`src/rtl/ctrl_pkg.sv`:
```
// ctrl_pkg -- shared definitions for the multicycle controller.
//
// Holds the FSM state enumeration (plus plain 3-bit constants used by the
// FSM register), the RV32 major-opcode constants, the decoded opcode-class
// enumeration and the special encodings driven on pc_sel, wb_sel and
// alu_ctrl. Imported by ctrl_decode and multicycle_controller.

package ctrl_pkg;

  // FSM states; the numeric values are visible on the debug 'state' port.
  typedef enum logic [2:0] {
    S_FETCH  = 3'd0,
    S_DECODE = 3'd1,
    S_EXEC   = 3'd2,
    S_MEM    = 3'd3,
    S_WB     = 3'd4,
    S_TRAP   = 3'd5
  } state_e;

  // The FSM register is a plain vector compared against these constants.
  localparam logic [2:0] ST_FETCH  = S_FETCH;
  localparam logic [2:0] ST_DECODE = S_DECODE;
  localparam logic [2:0] ST_EXEC   = S_EXEC;
  localparam logic [2:0] ST_MEM    = S_MEM;
  localparam logic [2:0] ST_WB     = S_WB;
  localparam logic [2:0] ST_TRAP   = S_TRAP;

  // Major opcodes, ir[6:2].
  localparam logic [4:0] OPC_OP     = 5'b01100;
  localparam logic [4:0] OPC_OP_IMM = 5'b00100;
  localparam logic [4:0] OPC_LOAD   = 5'b00000;
  localparam logic [4:0] OPC_STORE  = 5'b01000;
  localparam logic [4:0] OPC_BRANCH = 5'b11000;
  localparam logic [4:0] OPC_JAL    = 5'b11011;
  localparam logic [4:0] OPC_JALR   = 5'b11001;
  localparam logic [4:0] OPC_LUI    = 5'b01101;
  localparam logic [4:0] OPC_AUIPC  = 5'b00101;

  // Opcode class captured in DECODE and used by the rest of the sequence.
  typedef enum logic [3:0] {
    CL_OP,
    CL_OP_IMM,
    CL_LOAD,
    CL_STORE,
    CL_BRANCH,
    CL_JAL,
    CL_JALR,
    CL_LUI,
    CL_AUIPC,
    CL_ILLEGAL
  } op_class_e;

  // PC source select.
  localparam logic [1:0] PC_PLUS4 = 2'b00;
  localparam logic [1:0] PC_IMM   = 2'b01;
  localparam logic [1:0] PC_ALU   = 2'b10;

  // Writeback source select.
  localparam logic [1:0] WB_ALU = 2'b00;
  localparam logic [1:0] WB_MEM = 2'b01;
  localparam logic [1:0] WB_PC4 = 2'b10;
  localparam logic [1:0] WB_IMM = 2'b11;

  // ALU operations that are not derived from funct3/funct7.
  localparam logic [4:0] ALU_ADD  = 5'b00000;
  localparam logic [4:0] ALU_LUI  = 5'b11000;
  localparam logic [4:0] ALU_JALR = 5'b11001;

  // Access size used for instruction fetch (and idle value of mem_size).
  localparam logic [1:0] SIZE_WORD = 2'b10;

  // True for the classes that need a data-memory access.
  function automatic logic is_mem_class(input op_class_e c);
    return (c == CL_LOAD) || (c == CL_STORE);
  endfunction

endpackage

```
`src/rtl/ctrl_decode.sv`:
```
// ctrl_decode -- combinational instruction decoder.
//
// Maps the instruction register onto an opcode class, the ALU operation,
// the ALU operand-B select and a legality flag. Anything whose low two bits
// are not 11, or whose major opcode is not in the supported set, is illegal.
//
// Ports:
//   ir        in  32  instruction register contents
//   op_class  out     decoded opcode class (CL_ILLEGAL when not legal)
//   alu_ctrl  out  5  ALU operation
//   alu_imm   out  1  ALU operand-B is the immediate
//   legal     out  1  instruction is supported

module ctrl_decode
  import ctrl_pkg::*;
(
  input  logic [31:0] ir,
  output op_class_e   op_class,
  output logic [4:0]  alu_ctrl,
  output logic        alu_imm,
  output logic        legal
);

  logic [2:0] funct3;
  logic       unused_ir;

  assign funct3 = ir[14:12];

  // Only opcode, funct3 and funct7[5] steer the control path.
  assign unused_ir = ^{ir[31], ir[29:15], ir[11:7]};

  always_comb begin
    op_class = CL_ILLEGAL;
    alu_ctrl = ALU_ADD;
    alu_imm  = 1'b0;
    if (ir[1:0] == 2'b11) begin
      case (ir[6:2])
        OPC_OP: begin
          op_class = CL_OP;
          alu_ctrl = {1'b0, ir[30], funct3};
        end
        OPC_OP_IMM: begin
          // ir[30] is only an opcode modifier for shift-right immediates;
          // for every other funct3 it is part of the immediate.
          op_class = CL_OP_IMM;
          alu_ctrl = {1'b0, (funct3 == 3'b101) & ir[30], funct3};
          alu_imm  = 1'b1;
        end
        OPC_LOAD: begin
          op_class = CL_LOAD;
          alu_imm  = 1'b1;
        end
        OPC_STORE: begin
          op_class = CL_STORE;
          alu_imm  = 1'b1;
        end
        OPC_BRANCH: begin
          op_class = CL_BRANCH;
          alu_ctrl = {2'b10, funct3};
        end
        OPC_JAL: begin
          op_class = CL_JAL;
        end
        OPC_JALR: begin
          op_class = CL_JALR;
          alu_ctrl = ALU_JALR;
          alu_imm  = 1'b1;
        end
        OPC_LUI: begin
          op_class = CL_LUI;
          alu_ctrl = ALU_LUI;
          alu_imm  = 1'b1;
        end
        OPC_AUIPC: begin
          op_class = CL_AUIPC;
          alu_imm  = 1'b1;
        end
        default: ;
      endcase
    end
    legal = (op_class != CL_ILLEGAL);
  end

endmodule

```
`src/rtl/multicycle_controller.sv`:
```
// multicycle_controller -- FETCH/DECODE/EXEC/MEM/WB control FSM for a
// multicycle RV32 datapath.
//
// Optional feature: define MULTICYCLE_CONTROLLER_TRAP_EN to add the memory
// wait timeout and the TRAP state (illegal instructions and timeouts then
// trap and set the sticky fault flag). Without it, illegal instructions act
// as NOPs, memory waits are unbounded and fault is tied low.
//
// Parameters:
//   MEM_TIMEOUT  wait cycles tolerated on mem_ready before a timeout (>= 1)
//   SIZE_W       width of mem_size (10 word, 01 half, 00 byte)
//
// Ports:
//   clk, rst_n         clock, asynchronous active-low reset
//   ir                 instruction register, valid from DECODE onward
//   br_taken           branch condition, used in EXEC
//   mem_ready          acknowledge for the outstanding mem_req
//   mem_req/we/size    memory request, write enable, access size
//   ld_ir, ld_pc       IR and PC load strobes
//   pc_sel             PC source (00 PC+4, 01 PC+imm, 10 ALU)
//   alu_ctrl, alu_imm  ALU operation and operand-B select
//   reg_we, wb_sel     register write strobe and writeback source
//   state, fault       debug state and sticky trap flag

module multicycle_controller
  import ctrl_pkg::*;
#(
  parameter int MEM_TIMEOUT = 15,
  parameter int SIZE_W      = 2
) (
  input  logic              clk,
  input  logic              rst_n,
  input  logic [31:0]       ir,
  input  logic              br_taken,
  input  logic              mem_ready,
  output logic              mem_req,
  output logic              mem_we,
  output logic [SIZE_W-1:0] mem_size,
  output logic              ld_ir,
  output logic              ld_pc,
  output logic [1:0]        pc_sel,
  output logic [4:0]        alu_ctrl,
  output logic              alu_imm,
  output logic              reg_we,
  output logic [1:0]        wb_sel,
  output logic [2:0]        state,
  output logic              fault
);

`ifdef MULTICYCLE_CONTROLLER_TRAP_EN
  localparam bit TRAP_ENABLED = 1'b1;
`else
  localparam bit TRAP_ENABLED = 1'b0;
`endif

  logic [2:0] state_q;
  logic [2:0] state_d;
  op_class_e  class_q;
  logic       legal_q;

  op_class_e  dec_class;
  logic [4:0] dec_alu_ctrl;
  logic       dec_alu_imm;
  logic       dec_legal;

  logic       in_access;
  logic       mem_wait;
  logic       timeout;

  ctrl_decode u_decode (
    .ir       (ir),
    .op_class (dec_class),
    .alu_ctrl (dec_alu_ctrl),
    .alu_imm  (dec_alu_imm),
    .legal    (dec_legal)
  );

  // FETCH and MEM are the only states that hold a memory request open.
  assign in_access = (state_q == ST_FETCH) || (state_q == ST_MEM);
  assign mem_wait  = in_access && !mem_ready;

`ifdef MULTICYCLE_CONTROLLER_TRAP_EN
  localparam int              CNT_W   = $clog2(MEM_TIMEOUT + 1);
  localparam logic [CNT_W-1:0] CNT_MAX = CNT_W'(MEM_TIMEOUT);

  logic [CNT_W-1:0] wait_cnt;
  logic             entering_access;
  logic             fault_q;

  assign entering_access = (state_d != state_q) &&
                           ((state_d == ST_FETCH) || (state_d == ST_MEM));

  // Wait counter: restarts with every new access and saturates at the
  // limit. A mem_ready in the cycle the limit is reached still completes
  // the access, so the timeout only fires when that cycle is also a wait.
  always_ff @(posedge clk or negedge rst_n) begin
    if (!rst_n) begin
      wait_cnt <= '0;
    end else if (entering_access) begin
      wait_cnt <= '0;
    end else if (mem_wait && (wait_cnt != CNT_MAX)) begin
      wait_cnt <= wait_cnt + 1'b1;
    end
  end

  assign timeout = mem_wait && (wait_cnt == CNT_MAX);

  // Sticky fault: once TRAP is entered only reset clears it.
  always_ff @(posedge clk or negedge rst_n) begin
    if (!rst_n) begin
      fault_q <= 1'b0;
    end else if (state_d == ST_TRAP) begin
      fault_q <= 1'b1;
    end
  end

  assign fault = fault_q;
`else
  logic unused_timeout;

  // Waits are unbounded in this build, so the limit has no effect.
  assign unused_timeout = ^MEM_TIMEOUT;
  assign timeout        = 1'b0;
  assign fault          = 1'b0;
`endif

  // State register plus the opcode class latched during DECODE; ir stays
  // valid afterwards, but the class is held so the sequencing does not
  // depend on the live instruction word.
  always_ff @(posedge clk or negedge rst_n) begin
    if (!rst_n) begin
      state_q <= ST_FETCH;
      class_q <= CL_ILLEGAL;
      legal_q <= 1'b0;
    end else begin
      state_q <= state_d;
      if (state_q == ST_DECODE) begin
        class_q <= dec_class;
        legal_q <= dec_legal;
      end
    end
  end

  // Next-state logic.
  always_comb begin
    state_d = state_q;
    case (state_q)
      ST_FETCH: begin
        if (mem_ready) begin
          state_d = ST_DECODE;
        end else if (timeout) begin
          state_d = ST_TRAP;
        end
      end
      ST_DECODE: begin
        state_d = (TRAP_ENABLED && !dec_legal) ? ST_TRAP : ST_EXEC;
      end
      ST_EXEC: begin
        // Illegal instructions only reach EXEC when they are treated as
        // NOPs; they retire here just like a branch.
        if (!legal_q || (class_q == CL_BRANCH)) begin
          state_d = ST_FETCH;
        end else if (is_mem_class(class_q)) begin
          state_d = ST_MEM;
        end else begin
          state_d = ST_WB;
        end
      end
      ST_MEM: begin
        if (mem_ready) begin
          state_d = (class_q == CL_LOAD) ? ST_WB : ST_FETCH;
        end else if (timeout) begin
          state_d = ST_TRAP;
        end
      end
      ST_WB:   state_d = ST_FETCH;
      ST_TRAP: state_d = ST_TRAP;
      default: state_d = ST_FETCH;
    endcase
  end

  // Output decode. Everything is forced to its idle value while rst_n is
  // low so that an access in flight is dropped the moment reset asserts,
  // not at the next clock edge.
  always_comb begin
    mem_req  = 1'b0;
    mem_we   = 1'b0;
    mem_size = SIZE_W'(SIZE_WORD);
    ld_ir    = 1'b0;
    ld_pc    = 1'b0;
    pc_sel   = PC_PLUS4;
    alu_ctrl = ALU_ADD;
    alu_imm  = 1'b0;
    reg_we   = 1'b0;
    wb_sel   = WB_ALU;
    if (rst_n) begin
      case (state_q)
        ST_FETCH: begin
          mem_req = 1'b1;
          ld_ir   = mem_ready;
        end
        ST_EXEC: begin
          alu_ctrl = dec_alu_ctrl;
          alu_imm  = dec_alu_imm;
          if (!legal_q) begin
            ld_pc = 1'b1;
          end else if (class_q == CL_BRANCH) begin
            ld_pc  = 1'b1;
            pc_sel = br_taken ? PC_IMM : PC_PLUS4;
          end
        end
        ST_MEM: begin
          mem_req  = 1'b1;
          mem_we   = (class_q == CL_STORE);
          mem_size = SIZE_W'(ir[13:12]);
          // A store has nothing to write back, so it retires on the ack.
          ld_pc    = mem_ready && (class_q == CL_STORE);
        end
        ST_WB: begin
          reg_we = 1'b1;
          ld_pc  = 1'b1;
          case (class_q)
            CL_LOAD: wb_sel = WB_MEM;
            CL_JAL: begin
              wb_sel = WB_PC4;
              pc_sel = PC_IMM;
            end
            CL_JALR: begin
              wb_sel = WB_PC4;
              pc_sel = PC_ALU;
            end
            CL_LUI:  wb_sel = WB_IMM;
            default: ;
          endcase
        end
        default: ;
      endcase
    end
  end

  assign state = state_q;

endmodule

```
`config.mk`:
```
export PLATFORM = sky130hd
export DESIGN_NAME = multicycle_controller
export DESIGN_NICKNAME = d
export VERILOG_FILES = /design/src/rtl/ctrl_pkg.sv /design/src/rtl/ctrl_decode.sv /design/src/rtl/multicycle_controller.sv
export SDC_FILE = /design/constraint.sdc
export NUM_CORES = 1
export LEC_CHECK = 0
export BUFFER_PORTS_ARGS = -buffer_cell sky130_fd_sc_hd__buf_2
export CAP_MARGIN = 10
export CORE_UTILIZATION = 42
export DETAILED_ROUTE_END_ITERATION = 10
export PLACE_DENSITY_LB_ADDON = 0.05
export SYNTH_ARGS = -nofsm -noshare
export SYNTH_HDL_FRONTEND = slang
export SYNTH_SLANG_ARGS = --single-unit
export TNS_END_PERCENT = 100
```
`constraint.sdc`:
```
create_clock -name clk -period 2.15 [get_ports clk]
set_input_delay 0.43 -clock clk [delete_from_list [all_inputs] [get_ports clk]]
set_output_delay 0.43 -clock clk [all_outputs]
set_load 0.02 [all_outputs]
```
**Yosys cells after proc, flatten, opt, wreduce, memory -nomap -nowiden**

Index checks and enable logic that the tools add are counted.

- Add/sub/neg operators: 0
- Multipliers: 0
- Divide/modulo/power cells: 0
- $lt $le $gt $ge: 0
- Eq/ne operators: 24
- Shift operators: 0
- Mux-type cells: 39
- Bitwise gates (word level): 1
- Reduce and logical (&&, ||, !) cells: 10

Operator list:

| kind | number |
|---|---|
| case mux 4 bit (9 select lines) | 1 |
| case mux 5 bit (5 select lines) | 1 |
| 2-to-1 mux 1 bit | 18 |
| equality test 4 x 3 -> 1 bit, second input constant | 4 |
| equality test 5 x 4 -> 1 bit, second input constant | 3 |
| equality test 5 bit, second input constant | 3 |
| 2-to-1 mux 3 bit | 5 |
| 2-to-1 mux 5 bit | 3 |
| case mux 3 bit (5 select lines) | 1 |
| equality test 5 x 3 -> 1 bit, second input constant | 2 |
| 2-to-1 mux 2 bit | 5 |
| equality test 3 bit, second input constant | 3 |
| equality test 4 x 2 -> 1 bit, second input constant | 2 |
| case mux 2 bit (2 select lines) | 2 |
| equality test 3 x 2 -> 1 bit, second input constant | 2 |
| case mux 2 bit (3 select lines) | 1 |
| OR reduction 6 bit | 1 |
| logical NOT 5 bit | 1 |
| 2-to-1 mux 4 bit | 1 |
| inequality test 2 bit, second input constant | 2 |
| inequality test 4 bit, second input constant | 1 |
| OR reduction 2 bit | 2 |
| equality test 3 x 1 -> 1 bit, second input constant | 1 |
| logical NOT 3 bit | 1 |
| 7 further kinds | 8 |

- Register bits after elaboration: 8
- Latch bits: 0
- RAM bits: 0
- ROM bits: 0
- Input port bits: 36
- Output and inout bits: 21
- Memories kept: 0

**Longest topological paths before layout**

- Word-level depth: 6
- Gate-level depth with buffers: 5

**Modules after synthesis**

From an unflattened synthesis, not the netlist that was laid out.

- Cells, all modules: 114
- Area total of the unflattened synthesis: 959.7 µm²

Modules (own cells, without submodules):

| module | instances | cells each | area each (µm²) | seq. area each (µm²) |
|---|---|---|---|---|
| multicycle_controller | 1 | 69 | 646.9 | 202.7 |
| ctrl_decode | 1 | 45 | 312.8 | 0.0 |

**Least setup slack after synthesis**

Ideal clock, no wire load.

- Kind: register to output
- Start point: register state_q[2], in the netlist state[2]
- End point: output pc_sel[0]
- Data arrival time: 1.771 ns
- Required time: 1.720 ns
- Path slack: -0.051 ns
- Stages on the path, launching flop included: 6
- Path buffers: 1
- Cells stage by stage: dfrtp_1 -> buf_4 -> nor2b_1 -> and2_1 -> nand2_1 -> o32ai_1

- Cells in the longest elaborated chain, start to end: 3
- Elaborated cells on any way between the ends: 4
- Those cells by class: 2 x eq/ne; 2 x mux

Ends and longest elaborated chain:

| item | RTL line | text |
|---|---|---|
| start: declaration | multicycle_controller.sv:56 | `logic [2:0] state_q;` |
| start signal: assignment | multicycle_controller.sv:136 | `state_q <= state_d;` |
| equality test 3 bit / equality test 3 x 2 -> 1 bit (equally long branches) | multicycle_controller.sv:197 | `case (state_q)` |
| case mux 2 bit (2 select lines) (*) | multicycle_controller.sv:197 |  |
| 2-to-1 mux 2 bit (*) | multicycle_controller.sv:196 | `if (rst_n) begin` |
| end: declaration | multicycle_controller.sv:41 | `output logic [1:0] pc_sel,` |

Every way passes the cells marked *; elsewhere a longest branch is shown, timed or not.

**Final worst setup path**

- Start point: register class_q[0]
- End point: output ld_pc

- Cells in the longest elaborated chain, start to end: 5
- Elaborated cells on any way between the ends: 7
- Those cells by class: 2 x eq/ne; 4 x mux; 1 x reduce/logical

Ends and longest elaborated chain:

| item | RTL line | text |
|---|---|---|
| start: declaration | multicycle_controller.sv:58 | `op_class_e class_q;` |
| start signal: assignment | multicycle_controller.sv:138 | `class_q <= dec_class;` |
| equality test 4 x 3 -> 1 bit | multicycle_controller.sv:207 | `end else if (class_q == CL_BRANCH) begin` |
| 2-to-1 mux 1 bit | multicycle_controller.sv:207 |  |
| 2-to-1 mux 1 bit | multicycle_controller.sv:205 | `if (!legal_q) begin` |
| case mux 1 bit (3 select lines) (*) | multicycle_controller.sv:197 |  |
| 2-to-1 mux 1 bit (*) | multicycle_controller.sv:196 |  |
| end: declaration | multicycle_controller.sv:40 | `output logic ld_pc,` |

Marks and branches as above.

==> PnR_summary.wiki <==
{| class="wikitable"
! Metric !! Value
|-
| Number of buffers added on ports || 34
|-
| Number of nets produced by synthesis || 149
|-
| Chip width || 48.4 µm
|-
| Total number of nets in the final design || 197
|-
| Top layer reached by signal wires || met4
|-
| Launching element of the worst setup path || class_q[0]$_DFFE_PN1N_
|-
| Clock input transition at the sequential cells of the worst setup and hold paths || 0.07 ns
|-
| Share of flip-flops with an asynchronous set or reset || 100%
|-
| Routed WL per cell || 12.7 µm
|-
| M1 wire length || 1090 µm
|-
| Synth Register Bits || 8
|-
| Number of top-level design ports || 57
|-
| Pins Over Slew Limit || 0
|-
| Number of distinct standard cells referenced by the synthesized netlist || 48
|-
| Peak fanout along the critical path || 2
|-
| Placement Setup Slack || 0.103 ns
|-
| Proportion of layout cells with a drive suffix above 1 || 45.6%
|-
| Least setup slack across all paths after layout || 0.00446 ns
|-
| Number of clock sinks || 8
|-
| Setup CP Type || flip-flop to output port
|-
| Mean number of vias per cell || 5.36
|-
| Count of maximum capacitance violations || 0
|-
| Met3 routed wirelength || 87 µm
|-
| Combinational cell fraction of total power || 56.5%
|-
| Total via count after detailed routing || 1002
|-
| Worst voltage drop across the vdd grid || 0.380 mV
|-
| Clock latency at the later pin of the worst-skew pair || 0.27 ns
|-
| Total length of routed met2 wires || 1170 µm
|-
| HPWL Detailed || 1800 µm
|-
| Layout-stage area growth over the synthesis result || 41.0%
|-
| Top library cells by usage in the layout, fill and taps aside || 32 x sky130_fd_sc_hd__buf_2, 16 x sky130_fd_sc_hd__buf_4, 8 x sky130_fd_sc_hd__o21ai_0
|-
| Remaining global-route overflow || 0
|-
| Cell-internal power || 0.528 mW
|-
| Leading cell type in the layout, fill and taps excluded || sky130_fd_sc_hd__buf_2
|-
| Fillers || 178
|-
| Height of the die || 48.4 µm
|-
| Maximum number of pins on one net before global-route repair || 15
|-
| Achievable Freq || 466 MHz
|-
| Total net switching power || 0.396 mW
|-
| Static leakage || 0.617 nW
|-
| Mean cell area of the mapped netlist || 7.99 µm²
|-
| Fin. Hold Viols || 0
|-
| Hold crit path type || primary input to async pin
|-
| Power per standard cell area || 726 nW/µm²
|-
| H-tree depth || 1
|-
| Total number of yosys warnings || 0
|-
| Setup repair after global routing missed its margin || yes
|-
| Status || finished clean
|-
| FP Rows || 16
|-
| Minimum clock period || 2.15 ns
|-
| Total of endpoints with negative setup slack in the final report || 0
|-
| Initial antenna violation count || 0
|-
| Critical R2R Launch || state[2]$_DFFE_PN0P_
|-
| Number of global-route vias before repair || 916
|-
| DR pass1 iterations || 4
|-
| Clock buffers created by TritonCTS || 3
|-
| Top_reg_cell synth || sky130_fd_sc_hd__dfrtp_1
|-
| All-layer global routing usage || 22.4%
|-
| Share of total power in sequential cells || 29.1%
|-
| Sequential area share after synthesis || 22.4%
|-
| Placer congestion estimate || 0.812
|-
| Clock tree from TritonCTS || done
|-
| Fin cells || 187
|-
| Overall die area || 2340 µm²
|-
| Worst Skew || 0.0197 ns
|-
| Number of instances in the placed design || 174
|-
| Mapped Area || 903 µm²
|-
| Required time at the worst-slack endpoint || 1.72 ns
|-
| Arrival time at the worst endpoint || 1.72 ns
|-
| Remaining antenna violation count || 0
|-
| Diodes inserted || 0
|-
| Fraction of power consumed by the clock network || 14.3%
|-
| Switching fraction of total power || 42.8%
|-
| Residual DRC || 0
|-
| Synth Instances || 113
|-
| Core footprint || 1980 µm²
|-
| Number of enable flip-flop cells after synthesis || 0
|-
| First-pass GRT wire length || 4210 µm
|-
| Root Driver || sky130_fd_sc_hd__clkbuf_4
|-
| Total Negative Setup Slacks || 0 ns
|-
| Starting utilization of the core area || 45.6%
|-
| Crit. End Element || output port
|-
| Buffer depth of the longest clock path || 2
|-
| Startpoint type of the worst setup path || flip-flop
|-
| Overall routed net length || 2380 µm
|-
| Number of design-rule violations left by the first detailed-router iteration || 18
|-
| Period utilization || 99.8%
|}
-- critical path, cell delays in order, from the launching register on --
cell	delay, ns
sky130_fd_sc_hd__dfstp_2	0.53
sky130_fd_sc_hd__nor2_2	0.04
sky130_fd_sc_hd__and2_4	0.16
sky130_fd_sc_hd__or3b_1	0.34
sky130_fd_sc_hd__a32o_2	0.26
sky130_fd_sc_hd__buf_6	0.13
-- cell usage after synthesis (2+ instances only) --
master	number	share of area, %
sky130_fd_sc_hd__o22a_1	2	1.9
sky130_fd_sc_hd__nand3_1	4	2.2
sky130_fd_sc_hd__xnor2_1	2	1.9
sky130_fd_sc_hd__and4b_1	2	2.2
sky130_fd_sc_hd__nor2_1	7	2.9
sky130_fd_sc_hd__inv_1	3	1.2
sky130_fd_sc_hd__o21ai_0	8	4.4
sky130_fd_sc_hd__a22o_1	2	1.9
sky130_fd_sc_hd__nor2b_1	6	4.2
sky130_fd_sc_hd__nor3b_1	2	1.7
sky130_fd_sc_hd__and3_1	4	2.8
sky130_fd_sc_hd__dfrtp_1	6	17
sky130_fd_sc_hd__nor2_2	2	1.4
sky130_fd_sc_hd__buf_4	4	3.3
sky130_fd_sc_hd__a2111oi_2	2	3.3
sky130_fd_sc_hd__nand2b_1	4	2.8
sky130_fd_sc_hd__buf_2	2	1.1
sky130_fd_sc_hd__nor4b_1	2	1.9
sky130_fd_sc_hd__and2_1	5	3.5
sky130_fd_sc_hd__nand2_1	7	2.9
sky130_fd_sc_hd__a21oi_1	5	2.8
sky130_fd_sc_hd__a21boi_1	2	1.7
sky130_fd_sc_hd__dfstp_2	2	5.8
sky130_fd_sc_hd__nor3_1	3	1.7
sky130_fd_sc_hd__a22oi_1	2	1.7
-- path summary, 6_finish.rpt --
path / to / slack (ns) / cells after the start
max: ld_pc / 0.004 / 5
min: state[0]$_DFFE_PN0P_ / 0.14 / 2
max reg2reg: state[2]$_DFFE_PN0P_ / 0.75 / 5
min reg2reg: legal_q$_DFFE_PN0N_ / 0.52 / 2
max in group asynchronous: state[1]$_DFFE_PN0P_ / 1.48 / 2
min in group clk: state[1]$_DFFE_PN0P_ / 0.51 / 3
-- per-stage QoR --
stage	util [%]	hold slack, ns	area (µm²)	power (mW)
3_3_place_gp	57.3	0.251	1130	0.684
6_report	64.3	0.143	1270	0.924
4_1_cts	61.2	0.153	1210	0.858
2_1_floorplan	-	0.134	922	0.559
5_1_grt	64.3	0.151	1270	0.998
3_5_place_dp	57.3	0.252	1130	0.693
-- what timing repair did --
action	4_1_cts	5_1_grt
setup buffers	2	6
pin swaps	1	0
setup endpoints to repair	5	9
hold buffers	1	0
endpoints found under the hold margin	1	0
resized for setup	5	6
-- metal layers --
metal | GRT usage (%) | vias to the layer above
li1 | - | 515
met1 | 30.0 | 463
met2 | 36.2 | 20
met3 | 5.35 | 4
met4 | 5.88 | 0
met5 | 0 | -
-- area by class of cell --
cell class	instances	area [µm²]	share of cell area [%]
clock buffers	4	26.3	2.06
repair buffers	50	302	23.7
well taps	27	33.8	2.65
multi-input cells	95	694	54.5
flip-flops and latches	8	206	16.2
inverters	3	11.3	0.884
-- power by group through the flow --
stage	logic [mW]	registers, mW	clock network (mW)
after global routing	0.572	0.280	0.147
after CTS	0.448	0.278	0.133
after detailed placement	0.410	0.283	0
final	0.523	0.269	0.132
after global placement	0.405	0.279	0
after floorplan	0.287	0.273	0
-- logic make-up after synthesis --
family	count (synthesis)	synth area share (%)
AND/OR/NAND/NOR	58	41.6
AO/OA/AOI/OAI	33	26.6
buffers and inverters	10	6.09
flip-flops	8	22.4
XOR/XNOR	3	2.91
other	1	0.415
-- sequential cells by signal (all words and copies together) (netlist names) --
signal   count
state        3
legal_q      1
class_q      4
Power figures use the tool's default switching activity.
